## config.mk

```make
export PLATFORM = sky130hd
export DESIGN_NAME = pagerank_gather_serial
export DESIGN_NICKNAME = d
export VERILOG_FILES = /design/src/rtl/pagerank_pkg.sv /design/src/rtl/pagerank_apply_unit.sv /design/src/rtl/pagerank_gather_serial.sv
export SDC_FILE = /design/constraint.sdc
export NUM_CORES = 2
export LEC_CHECK = 0
export CORE_UTILIZATION = 45
export CTS_CLUSTER_SIZE = 8
export DETAILED_ROUTE_END_ITERATION = 16
export GPL_TIMING_DRIVEN = 0
export HOLD_SLACK_MARGIN = 0.06
export PLACE_DENSITY = 0.6
export SLEW_MARGIN = 15
export SYNTH_ARGS = -nofsm -noshare
export SYNTH_HDL_FRONTEND = slang
export SYNTH_HIERARCHICAL = 1
export SYNTH_SLANG_ARGS = --single-unit
```

## constraint.sdc

```tcl
create_clock -name clock -period 23.6 [get_ports clock]
set_input_delay 3.54 -clock clock [delete_from_list [all_inputs] [get_ports clock]]
set_output_delay 3.54 -clock clock [all_outputs]
set_load 0.1 [all_outputs]
```

## src/rtl/pagerank_pkg.sv

```systemverilog
// Shared types and fixed-point helpers for the serial PageRank gather path.
// Contents:
//   q16_t           unsigned Q16.16 value
//   Q_ONE           1.0 in Q16.16
//   gather_state_t  gather FSM states
//   q_mul_sat       Q16.16 multiply (64-bit product >> 16), saturating
//   q_add_sat       unsigned add, saturating at all-ones
package pagerank_pkg;

  typedef logic [31:0] q16_t;

  localparam q16_t Q_ONE = 32'h0001_0000;

  typedef enum logic [2:0] {
    G_IDLE,
    G_INIT,
    G_ACCUM,
    G_APPLY,
    G_DONE
  } gather_state_t;

  function automatic q16_t q_mul_sat(input q16_t a, input q16_t b);
    logic [63:0] prod;
    logic [63:0] shifted;
    prod    = {32'd0, a} * {32'd0, b};
    shifted = prod >> 16;
    if (|shifted[63:32]) begin
      return '1;
    end
    return shifted[31:0];
  endfunction

  function automatic q16_t q_add_sat(input q16_t a, input q16_t b);
    logic [32:0] sum;
    sum = {1'b0, a} + {1'b0, b};
    if (sum[32]) begin
      return '1;
    end
    return sum[31:0];
  endfunction

endpackage

```

## src/rtl/pagerank_apply_unit.sv

```systemverilog
// Combinational damping step for one node.
// Ports:
//   d        in   damping factor, Q16.16
//   base     in   (1-d)/N, Q16.16
//   acc      in   accumulated contributions for the node
//   old      in   rank before this pass
//   new_rank out  base + sat(d*acc), saturating
//   delta    out  |new_rank - old|
module pagerank_apply_unit
  import pagerank_pkg::*;
(
  input  q16_t d,
  input  q16_t base,
  input  q16_t acc,
  input  q16_t old,
  output q16_t new_rank,
  output q16_t delta
);

  q16_t scaled;

  always_comb begin
    scaled   = q_mul_sat(d, acc);
    new_rank = q_add_sat(base, scaled);
    delta    = (new_rank >= old) ? (new_rank - old) : (old - new_rank);
  end

endmodule

```

## src/rtl/pagerank_gather_serial.sv

```systemverilog
// Gather end of the serial PageRank engine: accumulates (dest_id, contribution)
// beats per node, applies damping one node per cycle, tracks the largest rank
// change and flags convergence. Holds the rank table read back by scatter.
// Ports:
//   clock, reset           clock (rising edge), async active-high reset
//   start                  begin a run from IDLE (samples damping_factor, threshold)
//   damping_factor         Q16.16 d
//   threshold              Q16.16 convergence threshold
//   upd_valid/ready        update stream handshake
//   upd_dest_id            destination node 1..NUM_NODES, 0 = padding
//   upd_contrib            Q16.16 contribution
//   upd_last               final beat of a scatter iteration
//   rank_rd_addr/data      rank read port, 1-cycle registered, 0 for bad address
//   iter_done              pulse at the end of each apply pass
//   converged              valid with iter_done, held until next start
//   iter_count             completed iterations
//   busy                   not idle
//   id_err                 sticky: a beat addressed a node above NUM_NODES
//
// state   | meaning
// --------+---------------------------------------------------------
// G_IDLE  | waiting for start; rank table readable
// G_INIT  | one node per cycle: rank = 1/N, acc = 0
// G_ACCUM | accepting update beats until the last one
// G_APPLY | one node per cycle: rank = base + d*acc, acc = 0
// G_DONE  | one cycle: iter_done, convergence decision
module pagerank_gather_serial
  import pagerank_pkg::*;
#(
  parameter int NUM_NODES = 4,
  parameter int ID_W      = 32,
  parameter int RANK_W    = 32
) (
  input  logic              clock,
  input  logic              reset,
  input  logic              start,
  input  logic [RANK_W-1:0] damping_factor,
  input  logic [RANK_W-1:0] threshold,
  input  logic              upd_valid,
  output logic              upd_ready,
  input  logic [ID_W-1:0]   upd_dest_id,
  input  logic [RANK_W-1:0] upd_contrib,
  input  logic              upd_last,
  input  logic [ID_W-1:0]   rank_rd_addr,
  output logic [RANK_W-1:0] rank_rd_data,
  output logic              iter_done,
  output logic              converged,
  output logic [15:0]       iter_count,
  output logic              busy,
  output logic              id_err
);

  localparam int   CNT_W     = (NUM_NODES > 1) ? $clog2(NUM_NODES) : 1;
  localparam q16_t RANK_INIT = Q_ONE / q16_t'(NUM_NODES);

  gather_state_t state_q, state_nxt;

  logic [CNT_W-1:0] cnt_q;
  logic [CNT_W-1:0] node_idx;
  q16_t             rank_q [NUM_NODES];
  q16_t             acc_q  [NUM_NODES];
  q16_t             d_q, thr_q, maxd_q;
  q16_t             base;
  q16_t             new_rank, delta;
  q16_t             rd_val;
  logic             converged_q;
  logic             conv_now;
  logic             beat_fire;
  logic             dest_hi;
  logic [NUM_NODES-1:0] dest_hit;

  // Down-counter runs N-1..0; nodes are visited in ascending ID order.
  assign node_idx  = CNT_W'(NUM_NODES - 1) - cnt_q;
  assign base      = (Q_ONE - d_q) / q16_t'(NUM_NODES);
  assign beat_fire = upd_valid && upd_ready;
  assign dest_hi   = upd_dest_id > ID_W'(NUM_NODES);
  assign conv_now  = maxd_q < thr_q;

  pagerank_apply_unit u_apply (
    .d        (d_q),
    .base     (base),
    .acc      (acc_q[node_idx]),
    .old      (rank_q[node_idx]),
    .new_rank (new_rank),
    .delta    (delta)
  );

  always_comb begin
    dest_hit = '0;
    rd_val   = '0;
    for (int i = 0; i < NUM_NODES; i++) begin
      if (upd_dest_id == ID_W'(i + 1)) dest_hit[i] = 1'b1;
      if (rank_rd_addr == ID_W'(i + 1)) rd_val = rank_q[i];
    end
  end

  always_comb begin
    state_nxt = state_q;
    upd_ready = 1'b0;
    iter_done = 1'b0;
    busy      = (state_q != G_IDLE);
    converged = converged_q;
    case (state_q)
      G_IDLE:  if (start) state_nxt = G_INIT;
      G_INIT:  if (cnt_q == '0) state_nxt = G_ACCUM;
      G_ACCUM: begin
        upd_ready = 1'b1;
        if (upd_valid && upd_last) state_nxt = G_APPLY;
      end
      G_APPLY: if (cnt_q == '0) state_nxt = G_DONE;
      G_DONE: begin
        iter_done = 1'b1;
        converged = conv_now;
        state_nxt = conv_now ? G_IDLE : G_ACCUM;
      end
      default: state_nxt = G_IDLE;
    endcase
  end

  always_ff @(posedge clock or posedge reset) begin
    if (reset) begin
      state_q      <= G_IDLE;
      cnt_q        <= '0;
      d_q          <= '0;
      thr_q        <= '0;
      maxd_q       <= '0;
      iter_count   <= '0;
      converged_q  <= 1'b0;
      id_err       <= 1'b0;
      rank_rd_data <= '0;
      for (int i = 0; i < NUM_NODES; i++) begin
        rank_q[i] <= '0;
        acc_q[i]  <= '0;
      end
    end else begin
      state_q      <= state_nxt;
      rank_rd_data <= rd_val;
      case (state_q)
        G_IDLE: begin
          if (start) begin
            d_q         <= damping_factor;
            thr_q       <= threshold;
            cnt_q       <= CNT_W'(NUM_NODES - 1);
            iter_count  <= '0;
            converged_q <= 1'b0;
            id_err      <= 1'b0;
          end
        end
        G_INIT: begin
          rank_q[node_idx] <= RANK_INIT;
          acc_q[node_idx]  <= '0;
          cnt_q            <= cnt_q - 1'b1;
        end
        G_ACCUM: begin
          if (beat_fire) begin
            for (int i = 0; i < NUM_NODES; i++) begin
              if (dest_hit[i]) acc_q[i] <= q_add_sat(acc_q[i], upd_contrib);
            end
            if (dest_hi) id_err <= 1'b1;
            if (upd_last) begin
              maxd_q <= '0;
              cnt_q  <= CNT_W'(NUM_NODES - 1);
            end
          end
        end
        G_APPLY: begin
          rank_q[node_idx] <= new_rank;
          acc_q[node_idx]  <= '0;
          if (delta > maxd_q) maxd_q <= delta;
          cnt_q <= cnt_q - 1'b1;
        end
        G_DONE: begin
          iter_count  <= iter_count + 16'd1;
          converged_q <= conv_now;
        end
        default: ;
      endcase
    end
  end

endmodule

```

==> flow_results.xml <==
<?xml version="1.0" encoding="UTF-8"?>
<metrics>
  <group name="run_status">
    <metric name="run_status" unit="">complete, no violations</metric>
  </group>
  <group name="clock_tree">
    <metric name="post_cts.repair.setup_buffers" unit="">0</metric>
    <metric name="clkTransAtPathRegs" unit="ps">50</metric>
    <metric name="clkLatencyLatePin" unit="ps">690</metric>
    <metric name="total_clock_buffers_created_by_cts" unit="">59</metric>
    <metric name="cts_root_buffer" unit="">sky130_fd_sc_hd__clkbuf_16</metric>
    <metric name="htree_levels" unit="">2</metric>
    <metric name="clk_path_buf_depth" unit="">3</metric>
    <metric name="clkSinkCount" unit="">407</metric>
    <metric name="tritoncts_clock_tree" unit="">yes</metric>
  </group>
  <group name="sta">
    <metric name="timing.final.hold_violations" unit="">0</metric>
    <metric name="rsz0062_at_grt" unit="">no</metric>
    <metric name="maxSlewHeadroom" unit="">0.0803</metric>
    <metric name="final-setup-viol-count" unit="">0</metric>
    <metric name="setup_slack" unit="ps">685</metric>
    <metric name="fmax" unit="GHz">0.0436</metric>
    <metric name="final_max_slew_viol_count" unit="">0</metric>
    <metric name="clock_skew" unit="ps">73.2</metric>
    <metric name="finalSetupTns" unit="ps">0</metric>
    <metric name="fin_crit_sh" unit="">0.971</metric>
    <metric name="final_period_minus_worst_setup_slack" unit="ps">22920</metric>
    <metric name="worst-slew-pin-transition" unit="ps">1380</metric>
  </group>
  <group name="synth">
    <metric name="ys_ff_latch" unit="">407</metric>
    <metric name="ys.flop_type" unit="">sky130_fd_sc_hd__dfrtp_1</metric>
    <metric name="synth_edf_count" unit="">0</metric>
    <metric name="warnings_synthesis" unit="">6</metric>
    <metric name="post_synth_num_cell_types" unit="">88</metric>
    <metric name="syn_inst" unit="">7467</metric>
    <metric name="async_reset_ff_frac" unit="">1.00</metric>
    <metric name="syn_avg_cell_area" unit="um^2">8.70</metric>
    <metric name="synth_seq_area_share" unit="">0.157</metric>
    <metric name="synth.cell_area" unit="mm^2">0.0649</metric>
  </group>
  <group name="route">
    <metric name="detailedRoute.firstPassIterationCount" unit="">7</metric>
    <metric name="vias_per_cell" unit="">5.76</metric>
    <metric name="route.vias.total" unit="">55800</metric>
    <metric name="drcViolationCount" unit="">0</metric>
    <metric name="wl" unit="mm">249</metric>
    <metric name="number_of_drc_violations_after_detailed_routing_iteration_0" unit="">5381</metric>
    <metric name="detail_route.wl_per_cell" unit="um">25.7</metric>
    <metric name="ant_nets" unit="">0</metric>
  </group>
  <group name="setup_path">
    <metric name="crit_path_end_kind" unit="">register</metric>
    <metric name="crit_arrival" unit="ps">23480</metric>
    <metric name="crit_path_max_incr_delay" unit="ps">910</metric>
    <metric name="crit_path_start_kind" unit="">register</metric>
    <metric name="cp_num_buf_inv" unit="">17</metric>
    <metric name="cp_max_fo" unit="">10</metric>
    <metric name="critical_path_required" unit="ps">24160</metric>
    <metric name="cp_common_cell" unit="">sky130_fd_sc_hd__fa_1</metric>
    <metric name="critical-path-top-delay-family" unit="">compound AO/OA/AOI/OAI gates</metric>
    <metric name="critical_path.slowest_cell" unit="">sky130_fd_sc_hd__a211oi_1</metric>
    <metric name="critical_setup_path_class" unit="">register to register</metric>
    <metric name="worst_r2r_startpoint" unit="">cnt_q[1]</metric>
    <metric name="worst_setup_path_startpoint" unit="">cnt_q[1]</metric>
  </group>
  <group name="hold_path">
    <metric name="hold_path.startpoint" unit="">iter_count[15]</metric>
    <metric name="worst_hold_path_type" unit="">register to register</metric>
  </group>
  <group name="layout">
    <metric name="area_growth_syn_to_layout" unit="%">9.88</metric>
    <metric name="design_area" unit="mm^2">0.0714</metric>
    <metric name="nets" unit="">9370</metric>
    <metric name="drive_above_1_share" unit="">0.0307</metric>
    <metric name="multi_input_area" unit="mm^2">0.0493</metric>
    <metric name="n_fill_cell" unit="">13900</metric>
    <metric name="post_layout_nonfiller_instances" unit="">9683</metric>
    <metric name="sequential_cell_area" unit="mm^2">0.0102</metric>
  </group>
  <group name="placement">
    <metric name="place_hpwl" unit="mm">203</metric>
    <metric name="gpl.final_weighted_congestion" unit="">1.04</metric>
    <metric name="detailed_place.area" unit="mm^2">0.0697</metric>
    <metric name="portBuffers" unit="">216</metric>
    <metric name="place_worst_setup_slack" unit="ps">654</metric>
    <metric name="placed_cells_incl_taps" unit="">9594</metric>
  </group>
  <group name="die">
    <metric name="std_cell_rows" unit="">139</metric>
    <metric name="die_y" unit="um">382</metric>
    <metric name="floorplan.die_area" unit="mm^2">0.146</metric>
    <metric name="start_util" unit="">0.453</metric>
    <metric name="core_region_area" unit="mm^2">0.143</metric>
    <metric name="boundaryPins" unit="">218</metric>
    <metric name="die_w" unit="um">382</metric>
  </group>
  <group name="grt">
    <metric name="grt_max_degree" unit="">107</metric>
    <metric name="grt_first_pass_wirelength" unit="mm">364</metric>
    <metric name="grt_util_all_layers" unit="">0.341</metric>
    <metric name="grt_remaining_overflow" unit="">0</metric>
    <metric name="number_of_antenna_violations_at_the_first_check_in_global_routing" unit="">27</metric>
    <metric name="vias_in_the_first_global_route" unit="">56200</metric>
  </group>
  <group name="run">
    <metric name="max_cap_violations" unit="">0</metric>
  </group>
</metrics>
## registers in the layout, summed over array words and instances (netlist names)
register / flops
acc_q: 128
cnt_q: 2
converged_q: 1
d_q: 32
id_err: 1
iter_count: 16
maxd_q: 32
rank_q: 128
rank_rd_data: 32
state_q: 3
thr_q: 32
## kinds of logic (layout without fill, tap and decap cells)
| kind of cell | Yosys count | in the layout | share of synthesized area |
|---|---|---|---|
| buffers and inverters | 1457 | 1752 | 0.0849 |
| AOI/OAI and AO/OA | 1267 | 1267 | 0.119 |
| adders and majority gates | 1453 | 1453 | 0.384 |
| DFF | 407 | 407 | 0.157 |
| other | 1 | 19 | 0.0000577 |
| muxes | 155 | 155 | 0.0369 |
| and+or+nand+nor | 2501 | 2501 | 0.187 |
| xor gates and xnor gates | 226 | 226 | 0.0305 |
## worst paths after layout
| path | end | slack [ps] | depth (start not counted) |
|---|---|---|---|
| max | maxd_q[24] | 680 | 72 |
| min | iter_count[15] | 500 | 1 |
| min in group asynchronous | rank_rd_data[13] | 3270 | 2 |
| min reg2reg | iter_count[15] | 500 | 1 |
| max reg2reg | maxd_q[24] | 680 | 72 |
| max in group asynchronous | acc_q[36] | 18620 | 5 |
## what timing repair did
action	4_1_cts	5_1_grt
hold buffers	0	0
hold endpoints to repair	0	0
endpoints found under the setup margin	0	32
resized for setup	0	18
## per-stage QoR
step / util / hold slack [ps]
after CTS: 0.497 / 500
after global routing: 0.497 / 517
after detailed placement: 0.485 / 488
after global placement: 0.484 / 475
final: 0.497 / 496
after floorplan: - / 447
## per-layer routing
| metal | vias to the layer above | GRT usage | part of all wire |
|---|---|---|---|
| li1 | 24600 | - | - |
| met1 | 28000 | 0.454 | 0.41 |
| met2 | 2594 | 0.525 | 0.44 |
| met3 | 569 | 0.0642 | 0.089 |
| met4 | 10 | 0.179 | 0.062 |
| met5 | - | 0 | 0.00029 |
## synthesized netlist by cell type, types with 10 or more instances
master | n | area, um^2
sky130_fd_sc_hd__inv_1 | 1047 | 3930
sky130_fd_sc_hd__clkbuf_1 | 384 | 1440
sky130_fd_sc_hd__o21ai_0 | 461 | 2310
sky130_fd_sc_hd__nand3_1 | 85 | 425
sky130_fd_sc_hd__or3_1 | 21 | 131
sky130_fd_sc_hd__mux2i_1 | 54 | 541
sky130_fd_sc_hd__nor4_1 | 49 | 307
sky130_fd_sc_hd__dfrtp_1 | 407 | 10200
sky130_fd_sc_hd__ha_1 | 551 | 6890
sky130_fd_sc_hd__fa_1 | 902 | 18100
sky130_fd_sc_hd__a211oi_1 | 30 | 225
sky130_fd_sc_hd__nor3_1 | 43 | 215
sky130_fd_sc_hd__a21o_1 | 159 | 1190
sky130_fd_sc_hd__buf_2 | 10 | 50.1
sky130_fd_sc_hd__o21bai_1 | 36 | 270
sky130_fd_sc_hd__nand2_1 | 1130 | 4240
sky130_fd_sc_hd__a21oi_1 | 302 | 1510
sky130_fd_sc_hd__nand2b_1 | 49 | 307
sky130_fd_sc_hd__and2_1 | 691 | 4320
sky130_fd_sc_hd__xnor2_1 | 142 | 1240
sky130_fd_sc_hd__o211ai_1 | 36 | 270
sky130_fd_sc_hd__nor2b_1 | 33 | 206
sky130_fd_sc_hd__a221oi_1 | 11 | 96.3
sky130_fd_sc_hd__a31oi_1 | 32 | 200
sky130_fd_sc_hd__o21a_1 | 42 | 315
sky130_fd_sc_hd__nor2_1 | 255 | 957
sky130_fd_sc_hd__a22oi_1 | 38 | 285
sky130_fd_sc_hd__and3_1 | 27 | 169
sky130_fd_sc_hd__xor2_1 | 84 | 736
sky130_fd_sc_hd__buf_1 | 11 | 41.3
sky130_fd_sc_hd__nand4_1 | 73 | 457
sky130_fd_sc_hd__mux4_2 | 64 | 1440
sky130_fd_sc_hd__mux2_2 | 37 | 417
## layout make-up
cell class	instances	share of cell area
antenna	17	0.000596
tap	1903	0.0334
clock buffer	65	0.0211
sequential	407	0.143
inverter	1047	0.0552
buffer	410	0.0225
multi-input combinational	5604	0.690
timing repair buffer	223	0.0322
clock inverter	7	0.00198
## placed cells by master, fill, tap and decap left out, drive strengths merged, types with 9 or more instances in the layout
master,instances
a211oi,31
and2,691
o21bai,36
dfrtp,407
inv,1047
nor3,44
a31oi,34
a2111oi,9
nor2,255
mux4,64
diode,17
a22oi,38
ha,551
a221oi,11
nor4,53
nand2b,49
xor2,84
clkbuf,447
mux2i,54
and3,27
fa,902
a21o,159
nand2,1131
nand4,73
nor2b,33
o211ai,36
a21oi,303
mux2,37
a31o,9
o31ai,9
clkdlybuf4s50,216
or3,21
o21ai,468
xnor2,142
nand3,85
buf,33
o21a,42
Power is not shown: default switching activity piles up to over one toggle a cycle in this logic, so the estimate is an artifact.
